===== config.mk =====
export PLATFORM = sky130hd
export DESIGN_NAME = srl_delay_line
export DESIGN_NICKNAME = d
export VERILOG_FILES = /design/src/rtl/srl_delay_line.sv
export SDC_FILE = /design/constraint.sdc
export NUM_CORES = 1
export LEC_CHECK = 0
export CAP_MARGIN = 15
export CORE_MARGIN = 1
export CORE_UTILIZATION = 30
export CTS_CLUSTER_SIZE = 28
export DETAILED_ROUTE_END_ITERATION = 8
export GPL_TIMING_DRIVEN = 0
export PLACE_DENSITY = 0.55
export SKIP_LAST_GASP = 1
export SYNTH_ARGS = -nofsm -noshare
export SYNTH_HDL_FRONTEND = slang
export SYNTH_SLANG_ARGS = --single-unit

===== constraint.sdc =====
create_clock -name clk -period 3 [get_ports clk]
set_input_delay 0.75 -clock clk [delete_from_list [all_inputs] [get_ports clk]]
set_output_delay 0.75 -clock clk [all_outputs]
set_load 0.1 [all_outputs]

===== src/rtl/srl_delay_line.sv =====
// Addressable WIDTH x DEPTH delay line with run-time tap select, fill tracking,
// flush and a registered copy of the selected tap.
module srl_delay_line #(
  parameter int unsigned WIDTH = 32,
  parameter int unsigned DEPTH = 16,
  localparam int unsigned AW = $clog2(DEPTH)
) (
  input  logic             clk,
  input  logic             rst,
  input  logic             ce,
  input  logic             flush,
  input  logic [WIDTH-1:0] d,
  input  logic [AW-1:0]    a,
  output logic [WIDTH-1:0] y,
  output logic             yv,
  output logic [WIDTH-1:0] q,
  output logic             qv,
  output logic             full
);

  if (WIDTH < 1 || DEPTH < 2 || DEPTH > 256 || (DEPTH & (DEPTH - 1)) != 0) begin : g_bad_param
    $error("srl_delay_line: WIDTH must be >= 1 and DEPTH a power of two in 2..256");
  end

  localparam logic [AW:0] CntFull = (AW + 1)'(DEPTH);
  localparam logic [AW:0] CntOne  = (AW + 1)'(1);

  logic [WIDTH-1:0] sr [DEPTH];
  logic [AW:0]      cnt_q, cnt_d;
  logic             shift;

  // No reset on the storage so it maps onto shift-register primitives; reset only
  // blocks shifting while asserted.
  assign shift = ce & ~rst;

  always_ff @(posedge clk) begin
    if (shift) begin
      sr[0] <= d;
      for (int unsigned k = 1; k < DEPTH; k++) begin
        sr[k] <= sr[k-1];
      end
    end
  end

  // Flush wins over a plain shift, but a sample entering on the same edge counts.
  always_comb begin
    cnt_d = cnt_q;
    if (flush) begin
      cnt_d = ce ? CntOne : '0;
    end else if (ce && (cnt_q != CntFull)) begin
      cnt_d = cnt_q + CntOne;
    end
  end

  always_ff @(posedge clk or posedge rst) begin
    if (rst) begin
      cnt_q <= '0;
    end else begin
      cnt_q <= cnt_d;
    end
  end

  assign y    = sr[a];
  assign yv   = cnt_q > {1'b0, a};
  assign full = cnt_q == CntFull;

  always_ff @(posedge clk or posedge rst) begin
    if (rst) begin
      q  <= '0;
      qv <= 1'b0;
    end else begin
      q  <= y;
      qv <= yv;
    end
  end

endmodule

* Word level (Yosys, flattened, before mapping)
Memory sizes are Yosys's and may differ from the RTL's. Cells that the tools add are included.
Operators by class: add/sub/neg operators 1, magnitude comparators 1, equality and inequality tests 2, multiplexer cells 5, bitwise gates (word level) 2, reductions and logical operators 2
Operator list (count):
- $mux 5 | 2
- $add 5x1->5 const B | 1
- $eq 5x5->1 const B | 1
- $gt 5x4->1 | 1
- $ne 5x5->1 const B | 1
- $mux 1 | 3
- $reduce_bool 2->1 | 1
- $and 1x1->1 | 1
- $logic_and 1x1->1 | 1
- $not 1->1 | 1
Storage, ports and cells: register bits after elaboration 38, memory bits (writable) 512, bits of input ports 40, output and inout bits 67, word-level logic and storage cells 17, memories kept 1
Memory list:
- sr | words 16, bits a word 32, rd ports 16, clocked after memory_dff 0, write ports 16, line 28 | logic [WIDTH-1:0] sr [DEPTH];

* Depth between registers and ports, before layout
Gate-level depths: netlist (run 1).
depth after elaboration 4, gate-level depth with buffers 7, depth with buffers taken out 6

* Least setup slack after synthesis (run 1)
No wires, ideal clock.
kind input to register, start point in rst, end point mem sr[0][0] (enable), setup time 1469 ps, data arrival time 23345 ps, data required time 1531 ps, setup slack -21814 ps, stages on the path 1, cell sequence nor2b_1
RTL lines:
- from (decl) | line 9 | input logic rst,
- to (decl) | line 28

* Final worst setup path (run 1)
start point in a[0], end point out y[23]
Between the ends: cells in the longest elaborated chain, start to end 1
Ends and longest elaborated chain:
- from (decl) | line 13 | input logic [AW-1:0] a,
- $mem_v2 16x32
- to (decl) | line 14 | output logic [WIDTH-1:0] y,
Every way passes these cells.

==> impl_metrics.toml, run 1 <==
[power]
seq_power_share = 0.490
swShare = 0.254
powerDensity_mw_per_mm2 = 690
p_int_w = 0.0135
power_frac_comb = 0.128
p_clk_frac = 0.382
power_w = 0.0181
p_sw_w = 0.00460
p_leak_nw = 8.70
ir_drop_mv = 0.428

[global_routing]
grt_pass1_wl_um = 65000
grt.overflow.total = 0
antenna_found_initial = 0
grt_usage = 0.126
grt_pass1_vias = 10029
grt_max_degree = 38

[placed_design]
dpl.hpwl_um = 25400
gp_congestion = 0.702
port_buffers = 105

[logic_synthesis]
yosysSeqAreaShare = 0.806
synth.avg_cell_area_um2 = 23.7
synth-seq-cells = 550
yosysTopAreaCell = "edfxtp_1"
synth_cells = 856
yosys_warnings = 0
synth_cell_types = 21
synth_top_area_frac = 0.759
synth_nets = 902
synth.area.top_cells = "edfxtp_1, mux4_2, dfrtp_1"
synth_area_mm2 = 0.0203

[cts]
path_clk_slew_ns = 0.06
cts_hold_buf = 0
clkSinkCount = 550
htreeDepth = 2
root_buffer = "clkbuf_16"
cts_max_path_buffers = 3
clk_latency_ns = 0.60
cts_buffers = 59
cts_tree = "done"

[detailed_routing]
avgViaCountPerCell = 4.78
wire_per_inst_um = 21.5
routed_wl_um = 42400
ant_nets = 0
drt_iter0_markers = 816
drt_pre_antenna_iters = 5
route.detailed.drc = 0
via_count = 9436

[timing]
slew_violations = 0
finalCritPeriodShare = 1.01
clock-skew-final_ns = 0.0115
finalHoldViolations = 0
tightest_slew_ns = 1.01
clock.fmax_mhz = 329
min_period_ns = 3.04
setup_ws_ns = -0.0439
setup_viol = 13
fin_tns_setup_ns = -0.344
slew_headroom = 0.324
rsz0062_at_grt = "yes"

[setup_path]
max_stage_delay_ns = 0.51
crit_chain = "buf_16 > buf_16 > buf_8 > buf_12 > mux4_2 > a22oi_2 > nand2_4 > buf_6"
cp.arrival_ns = 2.29
cp_slowest_cell = "mux4_2"
required_ns = 2.25
endpoint_kind = "output pin"
critPathLaunchType = "input pin"
crit_top_cell = "buf_16"
criticalPathCategory = "input pin to output pin"
cp_max_fo = 6

[cells_and_area]
drive_gt1_frac = 0.393
nFillCells = 5864
antenna_cells = 0
nNetsFinal = 1110
syn_to_final_growth_pct = 29.7

[hold_path]
hp-class = "register to register"

[floorplanning]
rows = 94
start_util = 0.306
ios = 107
chipHeight_um = 262
core_region_area_mm2 = 0.0663
fp.dieW_um = 262
die_area_mm2 = 0.0686

[run_status]
violations = "setup timing"
status = "finished with violations"

[flow_run]
maxCapViolCount = 0
critical path, delay by kind of cell:
family	cells	cell delay [ns]
multiplexers	1	0.51
AND/OR/NAND/NOR	1	0.09
AO/OA/AOI/OAI	1	0.19
buffers and inverters	5	0.73
cells in the mapped netlist (all sizes together):
| master | count |
|---|---|
| ha | 6 |
| a21o | 1 |
| inv | 9 |
| nand3 | 2 |
| o21ai | 2 |
| nor2b | 1 |
| edfxtp | 512 |
| nand4 | 3 |
| nor2 | 7 |
| nand2 | 35 |
| buf | 24 |
| a32o | 1 |
| mux4 | 128 |
| xor2 | 3 |
| clkbuf | 16 |
| a21oi | 3 |
| dfrtp | 38 |
| nand4bb | 1 |
| a22oi | 64 |
state kept, by name (all words and copies together) (netlist names):
register  count
q            32
qv            1
cnt_q         5
sr          512
routing by layer:
| layer | global-route usage | vias up | wire length, um | part of all wire |
|---|---|---|---|---|
| met5 | 0 | - | 0 | 0 |
| met4 | 0.0358 | 0 | 857 | 0.020 |
| met3 | 0.0252 | 63 | 1890 | 0.045 |
| met2 | 0.201 | 242 | 21000 | 0.50 |
| met1 | 0.177 | 5066 | 18700 | 0.44 |
| li1 | - | 4065 | - | - |
path summary, 6_finish.rpt:
path | startpoint | end | slack (ns) | cells past startpoint
worst max-delay path | a[0] | y[23] | -0.04 | 8
worst min-delay path | sr[13][9] | sr[14][9] | 0.44 | 0
worst max register to register | sr[0][19] | q[19] | 1.46 | 4
worst min register to register | sr[13][9] | sr[14][9] | 0.44 | 0
max in group asynchronous | rst | q[13] | 1.91 | 3
min in group asynchronous | rst | q[2] | 0.51 | 2
power by group through the flow:
| stage | clock, W | sequential [W] | combinational (W) |
|---|---|---|---|
| final | 0.00692 | 0.00889 | 0.00233 |
| after global routing | 0.00743 | 0.00892 | 0.00243 |
| after CTS | 0.00715 | 0.00889 | 0.00232 |
| after detailed placement | 0 | 0.00904 | 0.00201 |
| after global placement | 0 | 0.00914 | 0.00194 |
| after floorplan | 0 | 0.00947 | 0.00104 |
logic make-up after synthesis:
kind of cell / synth area share
compound gates: 0.0258
xor+xnor: 0.00130
fa+ha+maj: 0.00370
buf+inv: 0.0114
flops: 0.806
mux: 0.142
simple gates: 0.0101
cells in the final DEF (no fill, tap or decap), types with 15 or more instances in the layout:
cell type | synthesis | final
buf_16 | 0 | 15
dfrtp_1 | 38 | 38
clkdlybuf4s50_1 | 0 | 66
mux4_2 | 128 | 128
buf_4 | 10 | 18
buf_12 | 0 | 56
nand2_4 | 0 | 30
edfxtp_1 | 512 | 512
clkbuf_16 | 0 | 63
a22oi_2 | 0 | 64
per-stage QoR:
step                      hold slack, ns  worst slack, ns   util  std cells  area, um2
after floorplan                    0.421            -5.83      -        856      20500
after CTS                          0.440           -0.127  0.396       1976      26300
after detailed placement           0.428            -2.01  0.347       1842      23000
after global routing               0.452           -0.103  0.396       1973      26300
final                              0.440          -0.0439  0.396       1973      26300
after global placement             0.425            -9.17  0.342       1825      22700
timing repair:
action,CTS,global route
pin swaps,34,31
cloned,11,0
endpoints found under the hold margin,0,0
resized for setup,467,60
endpoints found under the setup margin,220,60
buffers inserted,17,6
final cells by class:
type	count	area, um2	share of cell area
flip-flops and latches	550	16300	0.621
inverters	9	33.8	0.00129
clock buffers	72	1570	0.0597
well taps	864	1080	0.0411
plain buffers	36	523	0.0199
multi-input cells	258	4330	0.165
repair buffers	150	2170	0.0824
clock inverters	34	254	0.00967
Power figures use the tool's default switching activity.
==> run 2, diff against run 1 <==
--- a/config.mk
+++ b/config.mk
@@ -8,6 +8,7 @@
 export CAP_MARGIN = 15
 export CORE_MARGIN = 1
 export CORE_UTILIZATION = 30
+export CTS_BUF_LIST = sky130_fd_sc_hd__clkbuf_16
 export CTS_CLUSTER_SIZE = 28
 export DETAILED_ROUTE_END_ITERATION = 8
 export GPL_TIMING_DRIVEN = 0
==> run 2 against run 1 <==
Effect of this change:
- the run still ends with setup timing left
- critical path depth unchanged
- sequential share of layout area unchanged
- combinational power barely moved
- hold slack barely moved
- non-clock buffer count is the same
- total power is 0.22% lower
- global-route usage stayed put
- register-to-register slack hardly changed
- maximum frequency hardly changed
- largest power group unchanged
==> impl_metrics.toml, run 2 (same netlist as run 1, synthesis figures left out) <==
[setup_path]
reg2regPathDepth = 4
reg2reg_slack_ns = 1.46
critPathLaunchType = "input pin"
required_ns = 2.25
cp_max_fo = 6
criticalPathCategory = "input pin to output pin"
startpoint = "a[0]"
worstReg2RegStart = "sr[0][19]"
endpoint_kind = "output pin"
endpoint = "y[23]"
cp.arrival_ns = 2.29
reg2reg_to = "q[19]"

[floorplanning]
die_area_mm2 = 0.0686
rows = 94
start_util = 0.306
ios = 107
fp.dieW_um = 262
core_region_area_mm2 = 0.0663
chipHeight_um = 262

[global_routing]
antenna_found_initial = 0
use_met2 = 0.201
grt.overflow.total = 0
grt_max_degree = 38
grtUsageMet1 = 0.177
grt_pass1_wl_um = 65000
grt_pass1_vias = 10032
grt_busiest_layer = "met2"
grt_usage = 0.126
grt_use_met3 = 0.0252

[cts]
root_buffer = "clkbuf_16"
path_clk_slew_ns = 0.06
clk_latency_ns = 0.60
cts_buffers = 59
htreeDepth = 2
cts_tree = "done"
cts_hold_buf = 0
clkSinkCount = 550
cts_max_path_buffers = 3

[timing]
finalHoldViolations = 0
slew_headroom = 0.328
clock-skew-final_ns = 0.0130
finalCritPeriodShare = 1.01
tightest_slew_ns = 1.01
clock.fmax_mhz = 329
slew_violations = 0
setup_viol = 13
min_period_ns = 3.04
setup_ws_ns = -0.0440
rsz0062_at_grt = "yes"
fin_tns_setup_ns = -0.344

[detailed_routing]
route.detailed.drc = 0
via_count = 9451
ant_nets = 0
drt_pre_antenna_iters = 5
routed_wl_um = 42400
wire_per_inst_um = 21.5
avgViaCountPerCell = 4.79
drt_iter0_markers = 802

[cells_and_area]
reg_top3 = "sr (512), q (32), cnt_q (5)"
syn_to_final_growth_pct = 29.7
drive_gt1_frac = 0.393
antenna_cells = 0
largest_register_ff_count = 512
final_cell_mix = "edfxtp_1, mux4_2, clkdlybuf4s50_1"
nNetsFinal = 1110
nFillCells = 5864
largest-register = "sr"
final_common_cell = "edfxtp_1"
utilization = 0.396

[placed_design]
port_buffers = 105
preCtsSetupSlack_ns = -2.01
gp_congestion = 0.702
dpl.hpwl_um = 25400

[power]
ir_drop_mv = 0.429
p_leak_nw = 8.75
powerDensity_mw_per_mm2 = 689

[run_status]
status = "finished with violations"
violations = "setup timing"

[hold_path]
hp-class = "register to register"
hold_depth = 0

[flow_run]
maxCapViolCount = 0
run 2: how the worst min path moves through the flow:
stage,to,slack [ns],start
after CTS,sr[5][28],0.44,sr[4][28]
final,sr[5][28],0.44,sr[4][28]
after global placement,sr[15][8],0.42,sr[14][8]
after detailed placement,sr[11][20],0.43,sr[10][20]
after floorplan,sr[11][0],0.42,sr[10][0]
after global routing,sr[13][21],0.45,sr[12][21]
run 2: timing repair:
item	4_1_cts	5_1_grt
pin swaps	34	31
endpoints found under the hold margin	0	0
setup buffers	17	6
setup endpoints to repair	220	60
cloned	11	0
resized for setup	467	60
run 2: critical path, stage by stage:
cell     delay, ns
buf_16        0.13
buf_16        0.15
buf_8         0.13
buf_12        0.13
mux4_2        0.51
a22oi_2       0.19
nand2_4       0.09
buf_6         0.19
run 2: cell type report:
class | instances | area, um2 | area share
multi-input combinational | 258 | 4330 | 0.165
tap | 864 | 1080 | 0.0411
clock buffer | 61 | 1530 | 0.0581
buffer | 36 | 523 | 0.0199
sequential | 550 | 16300 | 0.621
clock inverter | 45 | 295 | 0.0112
timing repair buffer | 150 | 2170 | 0.0824
inverter | 9 | 33.8 | 0.00129
run 2: layer usage:
metal	vias up	wire length [um]
li1	4066	-
met1	5086	18800
met2	236	21000
met3	63	1780
met4	0	857
met5	-	0
run 2: where the power goes:
group          internal [W]  switching (W)  total (W)
clock network       0.00392        0.00297    0.00688
registers           0.00874       0.000147    0.00889
logic              0.000845        0.00148    0.00233
total                0.0135        0.00460     0.0181
run 2: metrics by stage:
stage	std cells	hold slack [ns]	power (W)	area [um2]
3_5_place_dp	1842	0.428	0.0110	23000
2_1_floorplan	856	0.421	0.0105	20500
6_report	1973	0.439	0.0181	26300
5_1_grt	1973	0.452	0.0187	26300
3_3_place_gp	1825	0.425	0.0111	22700
4_1_cts	1976	0.440	0.0183	26300
